File: src/rtl/adder_share_arbiter_pkg.sv
// adder_share_arbiter_pkg
//   Shared constants, FSM state type and helpers for the shared-adder arbiter.
//   ADD_W  : operand width of the shared adder
//   SUM_W  : result width {cout, S}
//   CNT_W  : settle counter width (SETTLE_CYCLES up to 15)
package adder_share_arbiter_pkg;

   localparam int ADD_W = 6;
   localparam int SUM_W = 7;
   localparam int CNT_W = 4;

   typedef enum logic [1:0] {
      IDLE   = 2'd0,
      SETTLE = 2'd1,
      RESP   = 2'd2
   } arb_state_t;

   // Round-robin successor of idx among n requesters.
   function automatic int unsigned next_index(input int unsigned idx, input int unsigned n);
      return (idx + 1 >= n) ? 0 : idx + 1;
   endfunction

endpackage

File: src/rtl/adder_share_arbiter_if.sv
// adder_share_arbiter_if
//   Request/response bundle between client blocks and the shared adder.
//   req_valid/req_ready : per-requester handshake (N_REQ bits)
//   req_x/req_y         : packed operands, slice i = [6i+5:6i]
//   rsp_valid/rsp_ready : result handshake
//   rsp_id/rsp_sum      : granted requester index and {cout, S}
//   busy                : arbiter not idle
//   master = client side, slave = arbiter side
interface adder_share_arbiter_if
   import adder_share_arbiter_pkg::*;
#(
   parameter int N_REQ = 4,
   parameter int ID_W  = 2
);
   logic [N_REQ-1:0]       req_valid;
   logic [N_REQ-1:0]       req_ready;
   logic [ADD_W*N_REQ-1:0] req_x;
   logic [ADD_W*N_REQ-1:0] req_y;
   logic                   rsp_valid;
   logic                   rsp_ready;
   logic [ID_W-1:0]        rsp_id;
   logic [SUM_W-1:0]       rsp_sum;
   logic                   busy;

   modport master (
      output req_valid, req_x, req_y, rsp_ready,
      input  req_ready, rsp_valid, rsp_id, rsp_sum, busy
   );

   modport slave (
      input  req_valid, req_x, req_y, rsp_ready,
      output req_ready, rsp_valid, rsp_id, rsp_sum, busy
   );
endinterface

File: src/rtl/adder.sv
// adder
//   6-bit gate-level ripple-carry adder, no carry-in.
//   X, Y : operands
//   S    : sum bits
//   cout : carry out of bit 5
module adder (
   input  logic [5:0] X,
   input  logic [5:0] Y,
   output logic [5:0] S,
   output logic       cout
);
   logic [6:0] c;
   logic [5:0] p;
   logic [5:0] g;
   logic [5:0] t;

   assign c[0] = 1'b0;

   for (genvar i = 0; i < 6; i++) begin : g_bit
      xor u_p (p[i], X[i], Y[i]);
      xor u_s (S[i], p[i], c[i]);
      and u_g (g[i], X[i], Y[i]);
      and u_t (t[i], p[i], c[i]);
      or  u_c (c[i+1], g[i], t[i]);
   end

   assign cout = c[6];
endmodule

File: src/rtl/adder_share_arbiter_rr_arbiter.sv
// rr_arbiter
//   Combinational round-robin arbiter: grants the first asserted req at or
//   after ptr, searching upward with wrap-around.
//   req   : request vector
//   ptr   : highest-priority index this cycle
//   grant : one-hot grant (zero when no request)
//   idx   : encoded grant index (zero when no request)
//   any   : at least one request present
module rr_arbiter #(
   parameter int N_REQ = 4,
   parameter int IDX_W = 2
) (
   input  logic [N_REQ-1:0] req,
   input  logic [IDX_W-1:0] ptr,
   output logic [N_REQ-1:0] grant,
   output logic [IDX_W-1:0] idx,
   output logic             any
);
   always_comb begin
      grant = '0;
      idx   = '0;
      any   = 1'b0;
      for (int unsigned k = 0; k < N_REQ; k++) begin
         int unsigned cand;
         cand = (32'(ptr) + k) % N_REQ;
         if (!any && req[cand]) begin
            any         = 1'b1;
            grant[cand] = 1'b1;
            idx         = IDX_W'(cand);
         end
      end
   end
endmodule

File: src/rtl/adder_share_arbiter.sv
// adder_share_arbiter
//   Shares one 6-bit adder among N_REQ requesters. A round-robin grant in IDLE
//   latches the winner's operands, which are held on the adder for
//   SETTLE_CYCLES before {cout, S} is captured and offered on the response
//   port until accepted.
//   clk : rising-edge clock
//   rst : asynchronous active-high reset
//   bus : slave side of adder_share_arbiter_if (requests, response, busy)
module adder_share_arbiter
   import adder_share_arbiter_pkg::*;
#(
   parameter int N_REQ         = 4,
   parameter int ID_W          = 2,
   parameter int SETTLE_CYCLES = 2
) (
   input  logic                 clk,
   input  logic                 rst,
   adder_share_arbiter_if.slave bus
);
   arb_state_t       state_q;
   arb_state_t       state_d;
   logic [ID_W-1:0]  rr_ptr_q;
   logic [ID_W-1:0]  id_q;
   logic [CNT_W-1:0] cnt_q;
   logic [ADD_W-1:0] op_x_q;
   logic [ADD_W-1:0] op_y_q;
   logic             rsp_valid_q;
   logic [ID_W-1:0]  rsp_id_q;
   logic [SUM_W-1:0] rsp_sum_q;

   logic [N_REQ-1:0] grant;
   logic [ID_W-1:0]  grant_idx;
   logic             grant_any;
   logic [ADD_W-1:0] sel_x;
   logic [ADD_W-1:0] sel_y;
   logic [ADD_W-1:0] add_s;
   logic             add_cout;

   rr_arbiter #(
      .N_REQ (N_REQ),
      .IDX_W (ID_W)
   ) u_rr_arbiter (
      .req   (bus.req_valid),
      .ptr   (rr_ptr_q),
      .grant (grant),
      .idx   (grant_idx),
      .any   (grant_any)
   );

   adder u_adder (
      .X    (op_x_q),
      .Y    (op_y_q),
      .S    (add_s),
      .cout (add_cout)
   );

   // One-hot grant drives an AND-OR operand mux.
   always_comb begin
      sel_x = '0;
      sel_y = '0;
      for (int unsigned i = 0; i < N_REQ; i++) begin
         if (grant[i]) begin
            sel_x = sel_x | bus.req_x[i*ADD_W +: ADD_W];
            sel_y = sel_y | bus.req_y[i*ADD_W +: ADD_W];
         end
      end
   end

   // State register
   always_ff @(posedge clk or posedge rst) begin
      if (rst) state_q <= IDLE;
      else     state_q <= state_d;
   end

   // Next-state logic
   always_comb begin
      state_d = state_q;
      unique case (state_q)
         IDLE:    if (grant_any)       state_d = SETTLE;
         SETTLE:  if (cnt_q == '0)     state_d = RESP;
         RESP:    if (bus.rsp_ready)   state_d = IDLE;
         default:                      state_d = IDLE;
      endcase
   end

   // Outputs; req_ready is forced low while rst is held so that the async
   // reset clears it even though it is combinational from req_valid.
   always_comb begin
      bus.req_ready = '0;
      if (state_q == IDLE && !rst) bus.req_ready = grant;
      bus.busy      = (state_q != IDLE);
   end

   assign bus.rsp_valid = rsp_valid_q;
   assign bus.rsp_id    = rsp_id_q;
   assign bus.rsp_sum   = rsp_sum_q;

   // Datapath registers
   always_ff @(posedge clk or posedge rst) begin
      if (rst) begin
         rr_ptr_q    <= '0;
         id_q        <= '0;
         cnt_q       <= '0;
         op_x_q      <= '0;
         op_y_q      <= '0;
         rsp_valid_q <= 1'b0;
         rsp_id_q    <= '0;
         rsp_sum_q   <= '0;
      end else begin
         unique case (state_q)
            IDLE: begin
               if (grant_any) begin
                  op_x_q   <= sel_x;
                  op_y_q   <= sel_y;
                  id_q     <= grant_idx;
                  cnt_q    <= CNT_W'(SETTLE_CYCLES - 1);
                  rr_ptr_q <= ID_W'(next_index(32'(grant_idx), N_REQ));
               end
            end
            SETTLE: begin
               if (cnt_q == '0) begin
                  rsp_sum_q   <= {add_cout, add_s};
                  rsp_id_q    <= id_q;
                  rsp_valid_q <= 1'b1;
               end else begin
                  cnt_q <= cnt_q - 1'b1;
               end
            end
            RESP: begin
               if (bus.rsp_ready) rsp_valid_q <= 1'b0;
            end
            default: ;
         endcase
      end
   end
endmodule

File: src/flat_wrapper.sv
// flat-port wrapper written by rule: the top's interface ports become plain ports
module adder_share_arbiter_flat import adder_share_arbiter_pkg::*;
#(
   parameter int N_REQ         = 4,
   parameter int ID_W          = 2,
   parameter int SETTLE_CYCLES = 2
)
  (clk, rst, bus_req_valid, bus_req_x, bus_req_y, bus_rsp_ready, bus_req_ready, bus_rsp_valid, bus_rsp_id, bus_rsp_sum, bus_busy);
  adder_share_arbiter_if #(.N_REQ(N_REQ), .ID_W(ID_W)) bus_i ();
  input  logic clk;
  input  logic rst;
  input wire logic [$bits(bus_i.req_valid)-1:0] bus_req_valid;
  input wire logic [$bits(bus_i.req_x)-1:0] bus_req_x;
  input wire logic [$bits(bus_i.req_y)-1:0] bus_req_y;
  input wire logic [$bits(bus_i.rsp_ready)-1:0] bus_rsp_ready;
  output wire logic [$bits(bus_i.req_ready)-1:0] bus_req_ready;
  output wire logic [$bits(bus_i.rsp_valid)-1:0] bus_rsp_valid;
  output wire logic [$bits(bus_i.rsp_id)-1:0] bus_rsp_id;
  output wire logic [$bits(bus_i.rsp_sum)-1:0] bus_rsp_sum;
  output wire logic [$bits(bus_i.busy)-1:0] bus_busy;
  assign bus_i.req_valid = bus_req_valid;
  assign bus_i.req_x = bus_req_x;
  assign bus_i.req_y = bus_req_y;
  assign bus_i.rsp_ready = bus_rsp_ready;
  assign bus_req_ready = bus_i.req_ready;
  assign bus_rsp_valid = bus_i.rsp_valid;
  assign bus_rsp_id = bus_i.rsp_id;
  assign bus_rsp_sum = bus_i.rsp_sum;
  assign bus_busy = bus_i.busy;
  adder_share_arbiter #(.N_REQ(N_REQ), .ID_W(ID_W), .SETTLE_CYCLES(SETTLE_CYCLES)) u_core (.clk(clk), .rst(rst), .bus(bus_i));
endmodule
File: config.mk
export PLATFORM = sky130hd
export DESIGN_NAME = adder_share_arbiter_flat
export DESIGN_NICKNAME = d
export VERILOG_FILES = /design/src/rtl/adder_share_arbiter_pkg.sv /design/src/rtl/adder_share_arbiter_if.sv /design/src/rtl/adder.sv /design/src/rtl/adder_share_arbiter_rr_arbiter.sv /design/src/rtl/adder_share_arbiter.sv /design/src/flat_wrapper.sv
export SDC_FILE = /design/constraint.sdc
export NUM_CORES = 1
export LEC_CHECK = 0
export BUFFER_PORTS_ARGS = -buffer_cell sky130_fd_sc_hd__buf_4
export CAP_MARGIN = 10
export CORE_MARGIN = 5
export CORE_UTILIZATION = 30
export CTS_BUF_LIST = sky130_fd_sc_hd__clkbuf_16
export DETAILED_ROUTE_END_ITERATION = 12
export GPL_ROUTABILITY_DRIVEN = 0
export PLACE_DENSITY_LB_ADDON = 0.1
export REMOVE_ABC_BUFFERS = 1
export SYNTH_ARGS = -nofsm -noshare
export SYNTH_HDL_FRONTEND = slang
export SYNTH_HIERARCHICAL = 1
export SYNTH_SLANG_ARGS = --single-unit
File: constraint.sdc
create_clock -name clk -period 3.4 [get_ports clk]
set_clock_uncertainty 0.15 [all_clocks]
set_input_delay 0 -clock clk [delete_from_list [all_inputs] [get_ports clk]]
set_output_delay 0 -clock clk [all_outputs]
set_load 0.01 [all_outputs]
[Word level (Yosys, flattened, before mapping)]
Index checks and enable logic that the tools add are counted.
Operators by class
  add/sub/neg operators: 5
  $lt $le $gt $ge: 9
  equality and inequality tests: 6
  muxes and demuxes: 48
  bitwise gates (word level): 36
  reduce and logical (&&, ||, !) cells: 22
Operator list (count)
  $mux W6: 8
  $or A6 B6 Y6: 6
  $mux W4: 7
  $mux W2: 8
  $mux W1: 14
  $lt A2 B3 Y1 const B: 4
  $or A4 B4 Y4: 3
  $and A1 B1 Y1: 11
  $xor A1 B1 Y1: 11
  $reduce_and A3 Y1: 3
  $bmux W1 S2: 4
  $demux W1 S2: 4
  $ge A2 B1 Y1 const B: 4
  $logic_and A1 B1 Y1: 8
  $pmux W4 S2: 1
  $pmux W2 S3: 1
  $reduce_bool A2 Y1: 3
  $or A1 B1 Y1: 5
  $add A2 B2 Y2 const B: 2
  $logic_not A1 Y1: 4
  $logic_not A4 Y1: 1
  $ne A2 B1 Y1 const B: 2
  $ne A2 B2 Y1 const B: 2
  $reduce_and A2 Y1: 2
  other kinds (8): 8
Storage, ports and cells
  register bits: 32
  input port bits: 55
  output and inout port bits: 15
  word-level logic and storage cells: 135

[Depth between registers and ports, before layout]
  depth in word-level cells: 19
  gate-level depth with buffers: 11
  gate-level depth less buffers: 9

[By module]
Netlist, hierarchy kept.
Modules (own cells, without submodules)
  adder_share_arbiter: times used 1, cells an instance 146, area each 1610.3 um^2, sequential area each 800.8 um^2
  rr_arbiter: times used 1, cells an instance 45, area each 421.7 um^2, sequential area each 0.0 um^2
  adder: times used 1, cells an instance 11, area each 131.4 um^2, sequential area each 0.0 um^2

[Worst setup path after synthesis]
OpenSTA, ideal clock, no wires.
  path kind: reg2reg
  start: reg u_core.op_x_q[0]
  end: reg u_core.rsp_sum_q[5] (netlist: u_core/bus.rsp_sum[5])
  setup time: 0.064 ns
  data arrival time: 2.679 ns
  data required time: 3.186 ns
  path slack: 0.507 ns
  cell stages (with the launch flop): 10
  buffers on the path: 0
  clock period less this slack: 2.893 ns
  path through: dfrtp_1 -> ha_1 -> fa_1 -> fa_1 -> fa_1 -> fa_1 -> inv_1 -> fa_1 -> inv_1 -> mux2_4
On the way
  longest elaborated chain between the ends: 10
RTL lines
  start, declared: line adder_share_arbiter.sv:25  | logic [ADD_W-1:0] op_x_q;
  start signal, assigned: line adder_share_arbiter.sv:113  | op_x_q <= sel_x;
  $and A1 B1 Y1: line adder.sv:22  | and u_g (g[i], X[i], Y[i]);
  $and A1 B1 Y1: line adder.sv:23  | and u_t (t[i], p[i], c[i]);
  $or A1 B1 Y1: line adder.sv:24  | or u_c (c[i+1], g[i], t[i]);
  $and A1 B1 Y1: line adder.sv:23
  $or A1 B1 Y1: line adder.sv:24
  $and A1 B1 Y1: line adder.sv:23
  $or A1 B1 Y1: line adder.sv:24
  $and A1 B1 Y1: line adder.sv:23
  $or A1 B1 Y1: line adder.sv:24
  $xor A1 B1 Y1: line adder.sv:21  | xor u_s (S[i], p[i], c[i]);
  named net u_core.add_s[5]: line adder_share_arbiter.sv:36  | logic [ADD_W-1:0] add_s;
  end signal, assigned: line adder_share_arbiter.sv:122  | rsp_sum_q <= {add_cout, add_s};
  end, declared: line adder_share_arbiter.sv:29  | logic [SUM_W-1:0] rsp_sum_q;
The timed path passes the listed nets, and every way through them passes these cells.
A chain may end at the register's enable or synchronous reset.

[Worst setup path after layout]
  start: reg u_core.rr_ptr_q[1]
  end: reg u_core.op_y_q[4]
On the way
  longest elaborated chain between the ends: 19
  elaborated cells between the ends (all ways): 56
  classes of those cells: 3 x add/sub; 8 x order compare; 28 x mux; 6 x bitwise; 11 x reduce/logical
RTL lines
  start, declared: line adder_share_arbiter.sv:22  | logic [ID_W-1:0] rr_ptr_q;
  start signal, assigned: line adder_share_arbiter.sv:117  | rr_ptr_q <= ID_W'(next_index(32'(grant_idx), N_REQ));
  parallel branches: the longest is 11 deep, another holds $lt A2 B3 Y1
  $mux W4 (*): line adder_share_arbiter_rr_arbiter.sv:26  | if (!any && req[cand]) begin
  named net u_core.grant[0]: line adder_share_arbiter.sv:31  | logic [N_REQ-1:0] grant;
  $mux W6 (*): line adder_share_arbiter.sv:62  | if (grant[i]) begin
  $or A6 B6 Y6: line adder_share_arbiter.sv:64  | sel_y = sel_y | bus.req_y[i*ADD_W +: ADD_W];
  $mux W6 (*): line adder_share_arbiter.sv:62
  $or A6 B6 Y6: line adder_share_arbiter.sv:64
  $mux W6 (*): line adder_share_arbiter.sv:62
  $or A6 B6 Y6: line adder_share_arbiter.sv:64
  $mux W6 (*): line adder_share_arbiter.sv:62
  end signal, assigned: line adder_share_arbiter.sv:114  | op_y_q <= sel_y;
  end, declared: line adder_share_arbiter.sv:26  | logic [ADD_W-1:0] op_y_q;
Mark *: on every way through the listed nets, which the timed path passes. The select of a mux whose other input is x is not followed.

==> parameters.txt <==
Parameter                              Value

Detailed routing
  WL met1    2790 um
  Post-detailed-route wirelength per cell    15.0 um
  Met3 wire len    288 um
  Residual antenna-violating net count after detailed routing    0
  Vias per cell    4.94
  Initial DRC count    58
  Total routed wirelength    6430 um
  DRC Markers    0
  Vias post-DR    2114
  Drt first pass iters    4
  WL met2    3190 um
  Highest metal layer with signal wires    met4

Clocking
  Maximum buffer depth of the clock tree    2
  Clock root cell    sky130_fd_sc_hd__clkbuf_16
  Clock-pin transition on the worst setup and hold timing paths    0.05 ns
  Total clock sinks    32
  Inserted Clock Buffers    5
  H-tree lvl count    2
  TritonCTS clock tree    done
  Worst skew pair latency    0.27 ns

Layout
  Synth-to-layout area growth    60.6%
  Final Util    0.487
  Filler Cell Count    702
  Layout net count    396
  Count of inserted antenna diode cells    0
  Layout Cell Area excl Fill    0.00347 mm2
  Share of final-layout standard cells stronger than drive strength 1    0.350

Die
  Die height    94.9 um
  Initial core utilization    0.303
  I/O Pins    70
  Width of the die    94.9 um
  Floorplan row count    31
  Area of the core region    0.00714 mm2
  Die Footprint    0.00901 mm2

Yosys
  Yosys Warn Count    6
  Part of the Yosys area used for sequential elements    0.370
  Synth Register Bits    32
  Most used flip-flop cell after synthesis    sky130_fd_sc_hd__dfrtp_1
  Synth top area cells    sky130_fd_sc_hd__dfrtp_1 (37%), sky130_fd_sc_hd__a22oi_1 (11%), sky130_fd_sc_hd__mux2_4 (6.2%)
  Area share of the leading cell type in the synthesized netlist    0.370
  Leading area contributor after synthesis    sky130_fd_sc_hd__dfrtp_1
  Post-synthesis async set-or-reset flop share    1.00
  Mean instance size in the synthesized netlist    10.7 um2
  Cell area after synthesis    0.00216 mm2
  Post-synth EDFFs    0
  Distinct cell type count after synthesis    40
  Synthesized instance count    202

Power and ir drop
  Peak supply drop    0.444 mV
  Power per standard cell area    1000 mW/mm2
  Overall power of the completed layout    0.00348 W
  Static leakage power    1.54 nW

STA
  Relative slew margins    0.350
  Number of hold-slack violations in the final timing report    0
  Worst-margin pin slew    0.973 ns
  Worst hold slack across all endpoints    0.208 ns
  Final WS setup    0.189 ns
  Fraction of the cycle the final worst path needs    0.944
  Number of max-slew violations in the final report    0
  Crit path time final    3.21 ns
  Setup violations, final    0
  Top achievable clock speed    311 MHz

Run
  Number of max-capacitance violations reported    0

Worst setup path
  Critical Path Slowest Stage Cell    sky130_fd_sc_hd__mux4_1
  Startpoint type of the worst setup path    flip-flop
  Critical path, cell by cell    buf_4 > mux4_1 > nor4b_4 > buf_4 > a22oi_1 > o21ai_0 > buf_4 > a22oi_1 > dlygate4sd3_1 > a31oi_1
  CP dominant cell by count    sky130_fd_sc_hd__buf_4
  Delay of the slowest cell on the worst path    0.68 ns
  Class of the most critical setup path    flip-flop to flip-flop
  Arrival time reported for the critical path endpoint    3.25 ns
  Worst setup EP type    flip-flop
  Endpoint required time on the critical path    3.44 ns
  Biggest fanout along the worst timing path    13

Global route
  Wire length of the first global-routing pass    10400 um
  Vias in the first global route    2120
  Maximum number of pins on one net before global-route repair    26
  Aggregate global-route resource usage    0.147
  Aggregate global routing overflow    0
  Number of antenna violations at the first check in global routing    0

Hold path
  Hold/Removal Path Class    input pin to flip-flop

Place
  Instance area after placement    0.00279 mm2
  Post-DP HPWL    4230 um
  Minimum setup slack after placement    0.353 ns
  Buffers on Ports    69

Status
  Result of the run    complete, no violations
==> critical path: cells and delay by family, from the launching register on <==
kind,cells,cell delay [ns]
buffers and inverters,4,1.15
multiplexers,1,0.68
AO/OA/AOI/OAI,4,0.42
AND/OR/NAND/NOR,1,0.38
flip-flops,1,0.33
==> timing repair <==
item,4_1_cts,5_1_grt
hold buffers,50,0
endpoints found under the hold margin,37,0
resized for setup,0,2
setup buffers,0,5
setup endpoints to repair,0,11
==> Yosys cell counts (all sizes together) (2+ instances only) <==
master / number
a22oi: 32
a31oi: 13
and2: 4
and2b: 2
buf: 7
clkbuf: 6
dfrtp: 32
fa: 5
ha: 8
inv: 11
mux2: 14
mux2i: 2
mux4: 4
nand2: 5
nand2b: 3
nand3: 4
nor2: 20
nor2b: 2
nor3: 3
nor3b: 2
o211ai: 2
o21ai: 7
==> worst paths after layout <==
| kind | start | to | slack [ns] | cells after the start |
|---|---|---|---|---|
| max in group asynchronous | rst | u_core/cnt_q[3]$_DFFE_PP0P_ | 2.03 | 4 |
| min in group asynchronous | rst | u_core/op_y_q[1]$_DFFE_PP0P_ | 0.37 | 3 |
| hold reg to reg | u_core/id_q[1]$_DFFE_PP0P_ | u_core/bus.rsp_id[1]$_DFFE_PP0P_ | 0.36 | 1 |
| setup reg to reg | u_core/rr_ptr_q[1]$_DFFE_PP0P_ | u_core/op_y_q[4]$_DFFE_PP0P_ | 0.19 | 10 |
| setup / recovery | u_core/rr_ptr_q[1]$_DFFE_PP0P_ | u_core/op_y_q[4]$_DFFE_PP0P_ | 0.19 | 10 |
| hold / removal | bus_req_valid[2] | u_core/id_q[1]$_DFFE_PP0P_ | 0.21 | 4 |
==> layout by cell type (no fill, tap or decap), drive strengths merged, types with 2 or more instances in the layout <==
cell / n
inv: 11
fa: 5
o211ai: 2
ha: 8
a31oi: 13
mux4: 4
clkinv: 3
and2b: 2
a22oi: 32
nand3: 4
buf: 82
nor3: 3
clkbuf: 5
mux2: 14
o21ai: 7
nand2b: 3
nor2: 20
dlygate4sd3: 50
nor3b: 2
nor2b: 2
nand2: 5
and2: 4
mux2i: 2
dfrtp: 32
==> report_power, final <==
part / internal, W / leakage (nW) / switching, W
combinational: 0.00126 / 1.10 / 0.00104
clock: 0.000265 / 0.0710 / 0.000155
sequential: 0.000587 / 0.379 / 0.000171
==> cells by family (layout without fill, tap and decap cells) <==
kind of cell,Yosys count,count (layout),synth area share
compound gates,62,62,0.202
simple gates,51,51,0.138
flops,32,32,0.370
buf+inv,24,151,0.0544
mux,20,20,0.143
fa+ha+maj,13,13,0.0925
==> through the flow <==
| stage | instances | setup TNS (ns) |
|---|---|---|
| floorplan | 189 | -6.62 |
| detailed placement | 365 | 0 |
| CTS | 423 | 0 |
| finish | 428 | 0 |
| global placement | 365 | 0 |
| global route | 428 | -0.0607 |
==> layer usage <==
layer | up-vias | global-route usage
met3 | 16 | 0.0335
met4 | 0 | 0.0529
met5 | - | 0
met2 | 64 | 0.237
met1 | 1029 | 0.193
li1 | 1005 | -
==> sequential cells by signal, indices dropped and copies added, names as in the netlist, 2 cells and up <==
signal              cells
u_core/state_q          2
u_core/op_x_q           6
u_core/bus.rsp_id       2
u_core/id_q             2
u_core/bus.rsp_sum      7
u_core/cnt_q            4
u_core/rr_ptr_q         2
u_core/op_y_q           6
==> layout make-up <==
| type | instances | area [um2] | area share |
|---|---|---|---|
| Timing Repair Buffer | 132 | 1120 | 0.321 |
| Inverter | 11 | 41.3 | 0.0119 |
| Tap cell | 99 | 124 | 0.0357 |
| Clock buffer | 5 | 125 | 0.0360 |
| Multi-Input combinational cell | 146 | 1250 | 0.361 |
| Clock inverter | 3 | 13.8 | 0.00396 |
| Sequential cell | 32 | 801 | 0.230 |
(Power assumes the default switching activity.)
